`src/rtl/alu_issue_ctrl.sv`:
```
// Issue/sequencing controller wrapped around a combinational ALU: IDLE -> EXEC -> OUT.
// Optional performance counters are built only when ALU_PERF_CNT_EN is defined.
module alu_issue_ctrl #(
    parameter int MUL_LAT = 2,
    parameter int DIV_LAT = 8
) (
    input  logic        clk,
    input  logic        rst,
    input  logic        in_valid,
    output logic        in_ready,
    input  logic [4:0]  in_opcode,
    input  logic [6:0]  in_rd,
    input  logic [31:0] in_rs,
    input  logic [31:0] in_rsi,
    input  logic [31:0] in_rt,
    output logic [4:0]  alu_opcode,
    output logic [6:0]  alu_rd,
    output logic [31:0] alu_rs,
    output logic [31:0] alu_rsi,
    output logic [31:0] alu_rt,
    input  logic [6:0]  alu_rd_out,
    input  logic [6:0]  alu_branch,
    input  logic [4:0]  alu_op_out,
    input  logic [31:0] alu_result,
    output logic        wb_valid,
    input  logic        wb_ready,
    output logic [6:0]  wb_rd,
    output logic [4:0]  wb_opcode,
    output logic [31:0] wb_result,
    output logic        br_taken,
    output logic [6:0]  br_target,
    output logic        div_zero,
    output logic        illegal,
    output logic [31:0] perf_ops,
    output logic [31:0] perf_stall
);

    localparam logic [4:0] OP_NOP = 5'd0;
    localparam logic [4:0] OP_MLT = 5'd2;
    localparam logic [4:0] OP_DIV = 5'd3;
    localparam logic [4:0] OP_B   = 5'd7;
    localparam logic [4:0] OP_BEG = 5'd8;
    localparam logic [4:0] OP_MAX = 5'd10;

    typedef enum logic [1:0] {IDLE, EXEC, OUT} state_t;

    state_t     state, state_nxt;
    logic [3:0] cnt;
    logic       accept;
    logic       op_nop;
    logic       op_ill;
    logic       exec_last;

    // Remaining EXEC cycles after the first one; single-cycle ops finish immediately.
    function automatic logic [3:0] first_cnt(input logic [4:0] op);
        case (op)
            OP_MLT:  return 4'(MUL_LAT - 1);
            OP_DIV:  return 4'(DIV_LAT - 1);
            default: return 4'd0;
        endcase
    endfunction

    assign in_ready  = (state == IDLE) && !rst;
    assign accept    = in_valid && in_ready;
    assign op_nop    = (in_opcode == OP_NOP);
    assign op_ill    = (in_opcode > OP_MAX);
    assign exec_last = (state == EXEC) && (cnt == 4'd0);
    assign wb_valid  = (state == OUT);

    always_comb begin
        state_nxt = state;
        case (state)
            IDLE: if (accept && !op_nop && !op_ill) state_nxt = EXEC;
            EXEC: if (cnt == 4'd0)
                      state_nxt = (alu_opcode == OP_B || alu_opcode == OP_BEG) ? IDLE : OUT;
            OUT:  if (wb_ready) state_nxt = IDLE;
            default: state_nxt = IDLE;
        endcase
    end

    always_ff @(posedge clk) begin
        if (rst) begin
            state      <= IDLE;
            cnt        <= 4'd0;
            alu_opcode <= '0;
            alu_rd     <= '0;
            alu_rs     <= '0;
            alu_rsi    <= '0;
            alu_rt     <= '0;
            wb_rd      <= '0;
            wb_opcode  <= '0;
            wb_result  <= '0;
            br_taken   <= 1'b0;
            br_target  <= '0;
            div_zero   <= 1'b0;
            illegal    <= 1'b0;
        end else begin
            state     <= state_nxt;
            br_taken  <= 1'b0;
            br_target <= '0;
            div_zero  <= 1'b0;
            illegal   <= 1'b0;

            if (accept) begin
                if (op_ill) begin
                    illegal <= 1'b1;
                end else if (!op_nop) begin
                    alu_opcode <= in_opcode;
                    alu_rd     <= in_rd;
                    alu_rs     <= in_rs;
                    alu_rsi    <= in_rsi;
                    alu_rt     <= in_rt;
                    cnt        <= first_cnt(in_opcode);
                end
            end

            if (state == EXEC && cnt != 4'd0) cnt <= cnt - 4'd1;

            // Operands are still stable here, so the ALU outputs reflect the held op.
            if (exec_last) begin
                case (alu_opcode)
                    OP_B: begin
                        br_taken  <= 1'b1;
                        br_target <= alu_branch;
                    end
                    OP_BEG: begin
                        if (alu_result[0]) begin
                            br_taken  <= 1'b1;
                            br_target <= alu_branch;
                        end
                    end
                    default: begin
                        wb_rd     <= alu_rd_out;
                        wb_opcode <= alu_op_out;
                        if (alu_opcode == OP_DIV && alu_rt == 32'd0) begin
                            wb_result <= 32'hFFFF_FFFF;
                            div_zero  <= 1'b1;
                        end else begin
                            wb_result <= alu_result;
                        end
                    end
                endcase
            end
        end
    end

`ifdef ALU_PERF_CNT_EN
    logic [1:0] stall_inc;

    // A back-pressured OUT cycle and a refused offer can coincide; both are counted.
    assign stall_inc = {1'b0, in_valid && !in_ready} + {1'b0, (state == OUT) && !wb_ready};

    always_ff @(posedge clk) begin
        if (rst) begin
            perf_ops   <= '0;
            perf_stall <= '0;
        end else begin
            if (accept && !op_nop && !op_ill) perf_ops <= perf_ops + 32'd1;
            perf_stall <= perf_stall + 32'(stall_inc);
        end
    end
`else
    assign perf_ops   = '0;
    assign perf_stall = '0;
`endif

endmodule

```
`config.mk`:
```
export PLATFORM = sky130hd
export DESIGN_NAME = alu_issue_ctrl
export DESIGN_NICKNAME = d
export VERILOG_FILES = /design/src/rtl/alu_issue_ctrl.sv
export SDC_FILE = /design/constraint.sdc
export NUM_CORES = 1
export LEC_CHECK = 0
export CORE_AREA = 2 2 154 156
export DETAILED_ROUTE_END_ITERATION = 8
export DIE_AREA = 0 0 156 158
export DONT_BUFFER_PORTS = 1
export MAX_ROUTING_LAYER = met4
export SYNTH_ARGS = -nofsm -noshare
export SYNTH_HDL_FRONTEND = slang
export SYNTH_SLANG_ARGS = --single-unit
```
`constraint.sdc`:
```
create_clock -name clk -period 2.6 [get_ports clk]
set_clock_uncertainty 0.1 [all_clocks]
set_input_delay 0.26 -clock clk [delete_from_list [all_inputs] [get_ports clk]]
set_output_delay 0.26 -clock clk [all_outputs]
set_load 0.01 [all_outputs]
```
==> results of run 1 <==
## cell type report
cell class,count,area [sq um]
clock buffers,20,457
inverters,6,22.5
flip-flops and latches,168,3360
repair buffers,168,1700
well taps,290,363
clock inverters,12,164
multi-input cells,591,3140
fillers,2284,13800
## where the power goes
part           leakage (nW)  switching [mW]  internal, mW  total, mW
Clock                 0.296            1.10          1.58       2.68
Sequential             1.36           0.101          2.65       2.76
Combinational          1.63           0.293         0.236      0.529
Total                  3.29            1.49          4.47       5.96
## Yosys cell counts, types with 2 or more instances
| cell | instances | area share (%) |
|---|---|---|
| nand4_1 | 2 | 0.18 |
| nor3_1 | 34 | 2.4 |
| a31oi_1 | 3 | 0.27 |
| o21ai_0 | 119 | 8.4 |
| dfxtp_1 | 168 | 48 |
| buf_4 | 64 | 6.8 |
| and2_1 | 7 | 0.62 |
| nand2_1 | 7 | 0.37 |
| a21oi_1 | 156 | 11 |
| a21o_1 | 2 | 0.21 |
| or3b_1 | 2 | 0.25 |
| inv_1 | 6 | 0.32 |
| nor2_1 | 5 | 0.27 |
| o211a_1 | 2 | 0.28 |
| nor4_1 | 9 | 0.80 |
| buf_2 | 9 | 0.64 |
| nand3_1 | 120 | 8.5 |
| o211ai_1 | 4 | 0.42 |
| a211oi_1 | 32 | 3.4 |
| nor2b_1 | 3 | 0.27 |
| or2_2 | 3 | 0.27 |
| nand4b_1 | 2 | 0.25 |
| clkbuf_1 | 78 | 4.1 |
## worst register-to-register path, cell delays in order, from the launching register on
cell and delay (ns):
dfxtp_1 0.31, buf_4 0.17, or4b_1 0.58, a21o_1 0.25
buf_6 0.20, a22oi_1 0.16, nor2_1 0.05, dlygate4sd3_1 0.54
## metrics by stage
stage,cell area (sq um),util (%)
3_5_place_dp,7110,30.8
2_1_floorplan,7300,-
5_1_grt,9200,39.9
4_1_cts,9140,39.6
6_report,9200,39.9
3_3_place_gp,7110,30.8
## logic make-up after synthesis
family / after synthesis / synth area share [%]
DFF: 168 / 47.6
AOI/OAI and AO/OA: 324 / 24.8
and+or+nand+nor: 201 / 15.3
adders and majority gates: 1 / 0.177
other: 1 / 0.0531
buffers and inverters: 158 / 12.1
## state kept, by name, summed over array words and instances, names as in the netlist
signal	count
alu_rs	32
alu_rsi	32
alu_rt	32
wb_result	32
alu_rd	7
br_target	7
wb_rd	7
alu_opcode	5
wb_opcode	5
cnt	4
state	2
br_taken	1
div_zero	1
illegal	1
## layer usage
layer / track usage [%] / vias to the layer above / wire length, um
met2: 31.0 / 317 / 11900
li1: - / 3134 / -
met3: 6.27 / 17 / 2320
met5: - / - / 0
met1: 20.4 / 3144 / 9440
met4: 5.20 / 0 / 361
## path summary, 6_finish.rpt
kind                            cells past startpoint  slack, ns             to            from
worst min-delay path                                2       0.02  wb_result[16]  alu_result[16]
worst max register to register                      7       0.13       state[1]   alu_opcode[1]
worst min register to register                      2       0.42   wb_opcode[0]    wb_opcode[0]
worst max-delay path                                7       0.13       state[1]   alu_opcode[1]
## timing repair
| action | CTS | global route |
|---|---|---|
| setup buffers | 0 | 6 |
| endpoints found under the hold margin | 168 | 0 |
| hold buffers | 139 | 0 |
| gates resized for setup | 0 | 3 |
| setup endpoints to repair | 0 | 12 |
==> results by group, run 1 <==
CTS
  • H-tree depth: 4
  • CTS tree: built
  • Root Driver: clkbuf_16
  • Worst skew pair latency: 0.41 ns
  • Max Root-Sink Buffers: 2
  • CTS Sinks: 168
  • CTS Buf Count: 17
  • CTS clk-pin slew, worst paths: 0.07 ns

Route
  • Final wirelength: 24,100 um
  • WL/cell: 19.2 um
  • Count of routing violations after the opening detailed-route iteration: 549
  • Antenna Nets Post-Route: 0
  • Drt via density: 5.27
  • Detailed-route via count: 6,612
  • Number of remaining DRC errors: 0
  • Drt pass-1 iters: 5

Placement
  • Pre-CTS WS: 0.289 ns
  • RD Place Congestion: 0.760
  • Post-DP HPWL: 14,500 um
  • Placed Instances: 1,077
  • PortBufs: 0

Worst setup path
  • Crit start category: flip-flop
  • CP max stage cell: or4b_1
  • WP buf/inv: 3
  • Worst Path Arrival: 2.67 ns
  • CP Capture Type: flip-flop
  • Delay-heaviest family, CP: buffers and inverters
  • CP max FO: 27
  • Setup CP Type: reg2reg
  • Required time of the critical path: 2.81 ns
  • CP peak stage delay: 0.58 ns
  • Chain of cells forming the critical path: buf_4, or4b_1, a21o_1, buf_6, a22oi_1, nor2_1, dlygate4sd3_1

GRT
  • Number of global-route vias before repair: 6,246
  • GRT Util Overall: 18.2%
  • Antenna violations before repair: 0
  • Largest net degree at the start of global routing: 118
  • Congestion Overflow GR: 0
  • First-pass GRT wire length: 34,200 um

Timing
  • Slew Viols, Final: 0
  • Setup_tns: 0 ns
  • Worst Max-Slew Pin Slew: 0.788 ns
  • # setup viols final: 0
  • RSZ-0062 raised after global routing: false
  • Fin Hold WS: 0.0162 ns
  • Crit share post-route: 94.9%
  • Final Hold Fails: 0
  • Relative slew slack: 47.3%
  • Post-layout min period: 2.47 ns
  • Final Worst Setup Slack: 0.132 ns
  • Achievable frequency: 405 MHz

Cells and area
  • Commonest non-fill, non-tap cell in the layout: dfxtp_1
  • Area growth from synthesis to final layout: 30.2%
  • Commonest cells after routing, fill and taps aside: dfxtp_1 (168), a21oi_1 (156), dlygate4sd3_1 (138)
  • Layout net count: 1,116
  • Post-Layout Cell Count: 1,255
  • Fraction of layout instances using a drive strength above 1: 7.46%
  • ANT cells: 0

Synth
  • Mapped Cells: 853
  • Syn_area_per_cell: 8.28 sq um
  • Yosys warnings: 0
  • Async S/R FF share, synth: 0%
  • Post-synth EDFFs: 0
  • FF+latch count, synth: 168
  • Register area share after synthesis: 47.6%
  • Top_reg_cell synth: dfxtp_1
  • Synth Cell Area: 0.00707 sq mm
  • Distinct cells, synth: 39

Die
  • Die W: 156 um
  • Die area: 0.0246 sq mm
  • Core area: 0.0231 sq mm
  • Starting Density: 30.7%
  • FP Rows: 56
  • I/O pins: 391
  • Die Y: 158 um

Power and ir drop
  • Pleak: 3.29 nW
  • Total Power: 5.96 mW
  • Peak VDD IR: 0.000388 V
  • Cell area power density: 648 mW/mm^2

Outcome
  • Run status: complete, no violations

Min path
  • Hold Path Class: in2reg

Job
  • MaxCap Viol Count: 0
(Power assumes the default switching activity.)
==> run 2, diff against run 1 <==
Settings changed: HOLD_SLACK_MARGIN set to 0.03.
Clock period 2.6 ns to 2.8 ns, I/O delays scaled along.
==> run 2 against run 1 <==
Net effect:
- via count barely moved
- total power is 9.1% lower
- combinational power fell by 4.7%
- die area is the same
- critical path depth down 1
- fmax decreased by 5.2%
- non-clock buffer count is 1 higher
- global-route usage rose by 0.058 points
- core utilization down 0.092 points
- sequential share of layout area rose by 0.085 points
- register-to-register slack improved by 0.07 ns
- largest power group unchanged
==> results by group, run 2 (synthesis gave the netlist of run 1 again) <==
Placement
  • Placed Instances: 1,068
  • Pre-CTS WS: 0.473 ns
  • PortBufs: 0
  • Post-DP HPWL: 14,000 um
  • RD Place Congestion: 0.725

Timing
  • Crit share post-route: 92.9%
  • Final Hold Fails: 0
  • Relative slew slack: 54.6%
  • # setup viols final: 0
  • Setup_tns: 0 ns
  • RSZ-0062 raised after global routing: false
  • Worst Max-Slew Pin Slew: 0.675 ns
  • Slew Viols, Final: 0
  • Post-layout min period: 2.60 ns
  • Achievable frequency: 384 MHz
  • Final Worst Setup Slack: 0.198 ns

Route
  • Count of routing violations after the opening detailed-route iteration: 574
  • Number of remaining DRC errors: 0
  • Drt via density: 5.28
  • Drt pass-1 iters: 5
  • Final wirelength: 23,800 um
  • Detailed-route via count: 6,613
  • WL/cell: 19.0 um
  • Antenna Nets Post-Route: 0

CTS
  • H-tree depth: 4
  • Worst skew pair latency: 0.42 ns
  • Post-CTS resize count: 0
  • CTS Sinks: 168
  • CTS Buf Count: 17
  • Setup bufs post-CTS: 0
  • Root Driver: clkbuf_16
  • CTS tree: built
  • CTS clk-pin slew, worst paths: 0.07 ns
  • Max Root-Sink Buffers: 2

Outcome
  • Run status: complete, no violations

GRT
  • Number of global-route vias before repair: 6,145
  • First-pass GRT wire length: 34,400 um
  • GRT Util Overall: 18.3%
  • Largest net degree at the start of global routing: 129
  • Congestion Overflow GR: 0
  • Antenna violations before repair: 0

Worst setup path
  • CP peak stage delay: 0.63 ns
  • Delay-heaviest family, CP: buffers and inverters
  • Chain of cells forming the critical path: or4b_1, a21o_1, buf_4, a22oi_1, nor2_1, dlygate4sd3_1
  • CP Capture Type: flip-flop
  • Setup CP Type: reg2reg
  • WP buf/inv: 2
  • Required time of the critical path: 3.00 ns
  • Reg2Reg Launch Point: alu_opcode[0]
  • Worst Path Arrival: 2.80 ns
  • CP max stage cell: or4b_1
  • CP max FO: 45
  • CP startpoint: alu_opcode[0]
  • Crit start category: flip-flop

Cells and area
  • Commonest non-fill, non-tap cell in the layout: dfxtp_1
  • ANT cells: 0
  • Post-Layout Cell Count: 1,253
  • Commonest cells after routing, fill and taps aside: dfxtp_1 (168), a21oi_1 (156), dlygate4sd3_1 (154)
  • Layout net count: 1,116
  • Area growth from synthesis to final layout: 29.9%
  • Fraction of layout instances using a drive strength above 1: 5.71%
  • Final Util: 39.8%

Power and ir drop
  • Peak VDD IR: 0.000368 V
  • Pleak: 3.23 nW
  • Cell area power density: 590 mW/mm^2

Die
  • Die W: 156 um
  • FP Rows: 56
  • Core area: 0.0231 sq mm
  • I/O pins: 391
  • Die area: 0.0246 sq mm
  • Die Y: 158 um
  • Starting Density: 30.7%

Min path
  • Hold Path Class: in2reg
  • Hold_sp: alu_result[24]

Job
  • MaxCap Viol Count: 0
[run 2: cell count changes in the layout (fill, tap and decap cells not counted), moves of 2 or more]
| cell | previous run | this run |
|---|---|---|
| dlygate4sd3_1 | 138 | 154 |
| clkinvlp_4 | 3 | 1 |
| buf_4 | 22 | 9 |
| clkinv_2 | 1 | 4 |
| buf_6 | 2 | 0 |
[run 2: worst paths after layout]
path | to | slack, ns | cells past startpoint
hold reg to reg | wb_opcode[4] | 0.43 | 2
setup reg to reg | state[1] | 0.20 | 6
setup / recovery | state[1] | 0.20 | 6
hold / removal | wb_result[24] | 0.05 | 2
[run 2: per-layer routing]
metal | wire length [um] | GRT usage [%]
met3 | 1950 | 5.31
met1 | 9850 | 21.5
met2 | 11700 | 30.5
met4 | 314 | 5.37
met5 | 0 | -
[run 2: timing repair]
item / 4_1_cts / 5_1_grt
hold buffers: 155 / 0
endpoints found under the setup margin: 0 / 0
hold endpoints to repair: 168 / 0
[run 2: through the flow]
step | instance area, sq um | hold slack [ns] | power (mW)
2_1_floorplan | 7300 | 0.302 | 2.93
3_3_place_gp | 7040 | 0.265 | 2.92
3_5_place_dp | 7040 | 0.266 | 2.92
4_1_cts | 9180 | 0.0329 | 5.49
5_1_grt | 9180 | 0.0420 | 5.64
6_report | 9180 | 0.0481 | 5.42
[run 2: cell type report]
| type | count | area [sq um] |
|---|---|---|
| Inverter | 6 | 22.5 |
| Sequential cell | 168 | 3360 |
| Timing Repair Buffer | 169 | 1740 |
| Clock inverter | 11 | 123 |
| Tap cell | 290 | 363 |
| Multi-Input combinational cell | 590 | 3120 |
| Fill cell | 2276 | 13900 |
| Clock buffer | 19 | 453 |
[run 2: power by group]
| part | switching, mW | internal, mW | total, mW | leakage [nW] |
|---|---|---|---|---|
| Sequential | 0.0968 | 2.47 | 2.56 | 1.36 |
| Clock | 1.00 | 1.36 | 2.36 | 0.285 |
| Combinational | 0.274 | 0.230 | 0.504 | 1.59 |
